**config.mk**
```make
export PLATFORM = sky130hd
export DESIGN_NAME = systick_alarm
export DESIGN_NICKNAME = d
export VERILOG_FILES = /design/src/rtl/systick_alarm.sv
export SDC_FILE = /design/constraint.sdc
export NUM_CORES = 1
export LEC_CHECK = 0
export BUFFER_PORTS_ARGS = -buffer_cell sky130_fd_sc_hd__buf_2
export CAP_MARGIN = 20
export CORE_MARGIN = 4
export CORE_UTILIZATION = 40
export CTS_BUF_LIST = sky130_fd_sc_hd__clkbuf_16
export CTS_CLUSTER_DIAMETER = 150
export DETAILED_ROUTE_END_ITERATION = 8
export PLACE_DENSITY = 0.61
export SYNTH_ARGS = -nofsm -noshare
export SYNTH_HDL_FRONTEND = slang
export SYNTH_SLANG_ARGS = --single-unit
```
**constraint.sdc**
```tcl
create_clock -name clk_in -period 3.72 [get_ports clk_in]
set_input_delay 0.744 -clock clk_in [delete_from_list [all_inputs] [get_ports clk_in]]
set_output_delay 0.744 -clock clk_in [all_outputs]
set_load 0.02 [all_outputs]
```
**src/rtl/systick_alarm.sv**
```systemverilog
// systick_alarm: Wishbone-slave compare/alarm unit fed by systick's tick_count.
// Raises a level interrupt when the tick counter reaches a programmed compare value.
// Supports one-shot and periodic auto-reload modes, with pending/overrun status.
module systick_alarm #(
    parameter logic [31:0] BaseAddr = 32'h4040
) (
    input  logic        clk_in,
    input  logic        reset_in,
    input  logic [31:0] tick_count_in,
    input  logic        wb_we,
    input  logic        wb_stb,
    input  logic        wb_cyc,
    input  logic [3:0]  wb_sel,
    input  logic [31:0] wb_wdata,
    input  logic [31:0] wb_addr,
    output logic        wb_err,
    output logic        wb_ack,
    output logic [31:0] wb_rdata,
    output logic        irq_out
);

    localparam logic [1:0] REG_CTRL   = 2'd0;
    localparam logic [1:0] REG_CMP    = 2'd1;
    localparam logic [1:0] REG_PERIOD = 2'd2;
    localparam logic [1:0] REG_STATUS = 2'd3;

    // Registered state
    logic        ack_q, ack_d;
    logic        err_q, err_d;
    logic [31:0] rdata_q, rdata_d;
    logic        en_q, en_d;
    logic        irqen_q, irqen_d;
    logic        periodic_q, periodic_d;
    logic [31:0] cmp_q, cmp_d;
    logic [31:0] period_q, period_d;
    logic        pend_q, pend_d;
    logic        ovr_q, ovr_d;
    logic [31:0] tick_prev_q, tick_prev_d;

    // Bus decode
    logic [31:0] offset;
    logic        off_valid;
    logic [1:0]  reg_idx;
    logic        req;
    logic        wr_ok;
    logic        wr_ctrl;
    logic        wr_cmp;
    logic        wr_period;
    logic        wr_status;
    logic [31:0] read_val;

    // Tick / match
    logic        new_tick;
    logic        match;

    // Merge selected byte lanes of the write data onto the current register value.
    function automatic logic [31:0] merge_bytes(input logic [31:0] old_val,
                                                input logic [31:0] wdata,
                                                input logic [3:0]  sel);
        logic [31:0] res;
        res = old_val;
        for (int i = 0; i < 4; i++) begin
            if (sel[i]) begin
                res[8*i +: 8] = wdata[8*i +: 8];
            end
        end
        return res;
    endfunction

    assign offset    = wb_addr - BaseAddr;
    assign off_valid = (offset[31:4] == 28'd0) && (offset[1:0] == 2'b00);
    assign reg_idx   = offset[3:2];

    // A new request is blocked while its own response is on the bus, so a
    // held strobe produces one response every second cycle.
    assign req       = wb_cyc & wb_stb & ~(ack_q | err_q);
    assign wr_ok     = req & off_valid & wb_we;
    assign wr_ctrl   = wr_ok & (reg_idx == REG_CTRL);
    assign wr_cmp    = wr_ok & (reg_idx == REG_CMP);
    assign wr_period = wr_ok & (reg_idx == REG_PERIOD);
    assign wr_status = wr_ok & (reg_idx == REG_STATUS);

    assign new_tick  = (tick_count_in != tick_prev_q);
    // Compare is always against the pre-write CMP value.
    assign match     = new_tick & en_q & (tick_count_in == cmp_q);

    // Read multiplexer over the register window (unused bits read as zero).
    always_comb begin
        read_val = 32'd0;
        case (reg_idx)
            REG_CTRL:   read_val = {29'd0, periodic_q, irqen_q, en_q};
            REG_CMP:    read_val = cmp_q;
            REG_PERIOD: read_val = period_q;
            REG_STATUS: read_val = {30'd0, ovr_q, pend_q};
            default:    read_val = 32'd0;
        endcase
    end

    // Next-state logic: bus response, register writes, alarm match and reload.
    always_comb begin
        ack_d       = req & off_valid;
        err_d       = req & ~off_valid;
        rdata_d     = (req & off_valid) ? read_val : 32'd0;
        tick_prev_d = tick_count_in;

        en_d        = en_q;
        irqen_d     = irqen_q;
        periodic_d  = periodic_q;
        cmp_d       = cmp_q;
        period_d    = period_q;
        pend_d      = pend_q;
        ovr_d       = ovr_q;

        // Status write-1-to-clear goes first so a same-cycle match can re-set it.
        if (wr_status && wb_sel[0]) begin
            if (wb_wdata[0]) begin
                pend_d = 1'b0;
            end
            if (wb_wdata[1]) begin
                ovr_d = 1'b0;
            end
        end

        // Alarm match: first hit sets PEND, hits while PEND is still set flag OVR.
        if (match) begin
            pend_d = 1'b1;
            if (pend_q) begin
                ovr_d = 1'b1;
            end
            if (periodic_q) begin
                cmp_d = cmp_q + period_q;
            end else begin
                en_d = 1'b0;
            end
        end

        // Bus writes to CTRL/CMP/PERIOD take precedence over the match side effects.
        if (wr_ctrl && wb_sel[0]) begin
            en_d       = wb_wdata[0];
            irqen_d    = wb_wdata[1];
            periodic_d = wb_wdata[2];
        end
        if (wr_cmp) begin
            cmp_d = merge_bytes(cmp_q, wb_wdata, wb_sel);
        end
        if (wr_period) begin
            period_d = merge_bytes(period_q, wb_wdata, wb_sel);
        end
    end

    // State registers; reset clears everything and drops any in-flight response.
    always_ff @(posedge clk_in or negedge reset_in) begin
        if (!reset_in) begin
            ack_q       <= 1'b0;
            err_q       <= 1'b0;
            rdata_q     <= 32'd0;
            en_q        <= 1'b0;
            irqen_q     <= 1'b0;
            periodic_q  <= 1'b0;
            cmp_q       <= 32'd0;
            period_q    <= 32'd0;
            pend_q      <= 1'b0;
            ovr_q       <= 1'b0;
            tick_prev_q <= 32'd0;
        end else begin
            ack_q       <= ack_d;
            err_q       <= err_d;
            rdata_q     <= rdata_d;
            en_q        <= en_d;
            irqen_q     <= irqen_d;
            periodic_q  <= periodic_d;
            cmp_q       <= cmp_d;
            period_q    <= period_d;
            pend_q      <= pend_d;
            ovr_q       <= ovr_d;
            tick_prev_q <= tick_prev_d;
        end
    end

    assign wb_ack   = ack_q;
    assign wb_err   = err_q;
    assign wb_rdata = rdata_q;
    assign irq_out  = pend_q & irqen_q;

endmodule

```
==> load_flow_metrics.sql <==
INSERT INTO impl_metrics (metric_group, metric, value, unit) VALUES
('worst_setup_path', 'worst_setup_path_end_kind', 'register', ''),
('worst_setup_path', 'r2r_slack', '0.24', 'ns'),
('routing', 'routed_wl_per_cell', '17.7', 'um'),
('logic_synthesis', 'synth-main-ff-cell', 'sky130_fd_sc_hd__dfrtp_1', ''),
('global_routing', 'globalRouteOverflowTotal', '0', ''),
('logic_synthesis', 'synthesis.nets', '936', ''),
('floorplan', 'core_footprint', '19000', 'um^2'),
('timing', 'period_needed', '3.48', 'ns'),
('routing', 'detailedRoute.firstIterationViolations', '483', ''),
('logic_synthesis', 'synth.area.top_cells', 'sky130_fd_sc_hd__dfrtp_1, sky130_fd_sc_hd__xor2_1, sky130_fd_sc_hd__mux2_2, sky130_fd_sc_hd__ha_1, sky130_fd_sc_hd__nor2_1', ''),
('worst_setup_path', 'worst_r2r_endpoint', 'cmp_q[31]', ''),
('worst_setup_path', 'crit_path_start_kind', 'register', ''),
('power_and_ir_drop', 'vdd.ir_drop.worst', '0.000326', 'V'),
('finish', 'fin_cells', '1237', ''),
('power_and_ir_drop', 'power.static_leakage', '0.00464', 'uW'),
('placed_design', 'port_buffers', '139', ''),
('placed_design', 'place.detailed.hpwl', '16900', 'um'),
('placed_design', 'replace_congestion', '0.906', ''),
('logic_synthesis', 'synth.largest_area_cell', 'sky130_fd_sc_hd__dfrtp_1', ''),
('job', 'max_cap_viol_count', '0', ''),
('worst_setup_path', 'cp.arrival', '3.84', 'ns'),
('clocking', 'cts_tree', 'done', ''),
('clocking', 'holdBufCountCts', '0', ''),
('clocking', 'tritoncts.num_buffers', '17', ''),
('worst_setup_path', 'worstSetupPathType', 'reg2reg', ''),
('finish', 'synthToLayoutAreaGrowth', '23.9', '%'),
('routing', 'drt-pass1-iter-count', '6', ''),
('timing', 'final.hold.worst_slack', '0.373', 'ns'),
('timing', 'setup_violations', '0', ''),
('logic_synthesis', 'synth_top_cell_area_share', '43.2', '%'),
('global_routing', 'grt_start_max_net_pins', '81', ''),
('logic_synthesis', 'synth_warnings', '0', ''),
('global_routing', 'initial_antenna_violation_count', '0', ''),
('clocking', 'buffer_depth_of_the_longest_clock_path', '2', ''),
('floorplan', 'initial_utilization', '41.3', '%'),
('clocking', 'clock_latency', '0.44', 'ns'),
('timing', 'rsz0062_at_grt', 'false', ''),
('clocking', 'worst_setup_hold_path_clk_slew', '0.06', 'ns'),
('finish', 'final_common_cell', 'sky130_fd_sc_hd__buf_2', ''),
('worst_setup_path', 'cp_max_fo', '4', ''),
('timing', 'period_share', '93.7', '%'),
('floorplan', 'dieWidth', '148', 'um'),
('timing', 'hold_viol', '0', ''),
('floorplan', 'placementRows', '50', ''),
('global_routing', 'first_global_vias', '6623', ''),
('worst_setup_path', 'required', '4.07', 'ns'),
('status', 'run_status', 'complete, no violations', ''),
('finish', 'layout-drive-gt1-share', '26.6', '%'),
('worst_hold_path', 'timing.hold.worst.class', 'in2async', ''),
('finish', 'diodes', '0', ''),
('clocking', 'cts_root_buf', 'sky130_fd_sc_hd__clkbuf_16', ''),
('logic_synthesis', 'synth_edf_count', '0', ''),
('logic_synthesis', 'postSynthRegisterBits', '135', ''),
('floorplan', 'die_area', '21900', 'um^2'),
('placed_design', 'placed_cells', '1206', ''),
('worst_setup_path', 'crit_reg_reg_startpoint', 'cmp_q[2]', ''),
('logic_synthesis', 'synth_seq_area_share', '43.2', '%'),
('global_routing', 'track_usage', '20.5', '%'),
('logic_synthesis', 'asyncSetResetFlopFracSynth', '100', '%'),
('global_routing', 'grt_first_pass_wirelength', '35300', 'um'),
('clocking', 'postCtsSetupBuffers', '0', ''),
('clocking', 'cts.repair.resized', '0', ''),
('timing', 'worst_slew_pin_slew', '0.828', 'ns'),
('timing', 'finClkSkew', '0.0142', 'ns'),
('routing', 'via_count', '6611', ''),
('clocking', 'numClockSinks', '135', ''),
('logic_synthesis', 'synth_area', '7830', 'um^2'),
('clocking', 'cts.htree.levels', '4', ''),
('routing', 'drt_wl_total', '21900', 'um'),
('finish', 'num-nets-final', '1102', ''),
('finish', 'layout_common_cells', 'sky130_fd_sc_hd__buf_2, sky130_fd_sc_hd__dfrtp_1, sky130_fd_sc_hd__nor2_1', '');
-- stage by stage --
stage	total power, uW	cell area, um^2	util (%)	setup slack (ns)
final	3630	9700	51.2	0.235
after global routing	3750	9700	51.2	0.0200
after CTS	3660	9700	51.2	0.214
after detailed placement	1760	9040	47.7	0.162
after global placement	1750	9040	47.7	0.212
after floorplan	1600	7830	-	0.565
-- critical path: stages (launching register included) --
cell	delay [ns]
sky130_fd_sc_hd__dfrtp_1	0.39
sky130_fd_sc_hd__ha_1	0.34
sky130_fd_sc_hd__o21ai_0	0.13
sky130_fd_sc_hd__o21a_1	0.22
sky130_fd_sc_hd__or4b_2	0.73
sky130_fd_sc_hd__a21oi_1	0.26
sky130_fd_sc_hd__o21a_1	0.18
sky130_fd_sc_hd__o21ai_0	0.14
sky130_fd_sc_hd__and2_1	0.19
sky130_fd_sc_hd__a31oi_1	0.26
sky130_fd_sc_hd__mux2_2	0.38
sky130_fd_sc_hd__a211oi_2	0.20
-- layout make-up --
cell class | instances | area, um^2
clock inverter | 14 | 233
tap | 260 | 325
sequential | 135 | 3380
fill | 1791 | 9250
multi-input combinational | 623 | 4320
inverter | 20 | 75.1
timing repair buffer | 168 | 945
clock buffer | 17 | 425
-- cell families after synthesis --
family                   Yosys count  share of synthesized area [%]
AO/OA/AOI/OAI                    176                           14.5
XOR/XNOR                          87                           9.73
adder cells (fa/ha/maj)           32                           5.21
buffers and inverters             41                           2.09
flip-flops                       135                           43.2
multiplexers                      50                           7.35
AND/OR/NAND/NOR                  278                           18.0
-- routing by layer --
layer	wire length, um	GRT usage, %	share of wire [%]	vias up
met5	0	0	0	-
met4	329	5.96	1.5	0
met3	1560	3.95	7.1	24
met2	9640	31.3	44	235
met1	10400	29.8	47	3123
li1	-	-	-	3229
-- Yosys cell counts (2+ instances only) --
| cell | n |
|---|---|
| sky130_fd_sc_hd__inv_1 | 20 |
| sky130_fd_sc_hd__or2_2 | 2 |
| sky130_fd_sc_hd__nor3_2 | 2 |
| sky130_fd_sc_hd__dfrtp_1 | 135 |
| sky130_fd_sc_hd__nand3_1 | 12 |
| sky130_fd_sc_hd__mux2i_1 | 8 |
| sky130_fd_sc_hd__o31ai_1 | 3 |
| sky130_fd_sc_hd__or3_1 | 3 |
| sky130_fd_sc_hd__nand3b_1 | 3 |
| sky130_fd_sc_hd__or4_1 | 5 |
| sky130_fd_sc_hd__a31oi_1 | 8 |
| sky130_fd_sc_hd__nor3b_1 | 6 |
| sky130_fd_sc_hd__o21ai_0 | 27 |
| sky130_fd_sc_hd__ha_1 | 31 |
| sky130_fd_sc_hd__nor2_1 | 91 |
| sky130_fd_sc_hd__o21a_1 | 7 |
| sky130_fd_sc_hd__nor2b_1 | 10 |
| sky130_fd_sc_hd__xnor2_1 | 32 |
| sky130_fd_sc_hd__a211oi_1 | 6 |
| sky130_fd_sc_hd__nor3_1 | 13 |
| sky130_fd_sc_hd__nand2_1 | 63 |
| sky130_fd_sc_hd__buf_1 | 3 |
| sky130_fd_sc_hd__a22oi_1 | 34 |
| sky130_fd_sc_hd__nand2b_1 | 5 |
| sky130_fd_sc_hd__and3_1 | 12 |
| sky130_fd_sc_hd__and4b_1 | 3 |
| sky130_fd_sc_hd__a31o_2 | 3 |
| sky130_fd_sc_hd__buf_2 | 5 |
| sky130_fd_sc_hd__nor4_1 | 20 |
| sky130_fd_sc_hd__xor2_1 | 55 |
| sky130_fd_sc_hd__o211ai_1 | 2 |
| sky130_fd_sc_hd__a21o_1 | 12 |
| sky130_fd_sc_hd__o2111ai_1 | 2 |
| sky130_fd_sc_hd__nand4_1 | 14 |
| sky130_fd_sc_hd__a21oi_1 | 58 |
| sky130_fd_sc_hd__nand4b_1 | 2 |
| sky130_fd_sc_hd__o21bai_1 | 2 |
| sky130_fd_sc_hd__mux4_2 | 2 |
| sky130_fd_sc_hd__clkbuf_1 | 12 |
| sky130_fd_sc_hd__mux2_2 | 40 |
| sky130_fd_sc_hd__and2_1 | 4 |
-- power by group --
part / internal (uW) / leakage, uW / switching [uW]
clock network: 1250 / 0.000312 / 660
registers: 1490 / 0.00180 / 7.59
logic: 89.4 / 0.00253 / 143
-- worst max path at each step --
stage | startpoint | end | slack [ns]
finish | cmp_q[2] | cmp_q[31] | 0.24
detailed placement | wb_addr[7] | cmp_q[31] | 0.16
global placement | wb_addr[7] | period_q[8] | 0.21
CTS | period_q[2] | cmp_q[31] | 0.21
global route | period_q[2] | cmp_q[31] | 0.02
floorplan | wb_addr[7] | cmp_q[24] | 0.57
-- sequential cells by signal, indices dropped and copies added (netlist names) --
signal,count
cmp_q,32
en_q,1
irqen_q,1
ovr_q,1
pend_q,1
period_q,32
periodic_q,1
tick_prev_q,32
wb_ack,1
wb_err,1
wb_rdata,32
Note: power is estimated with default switching activity, not from simulation.
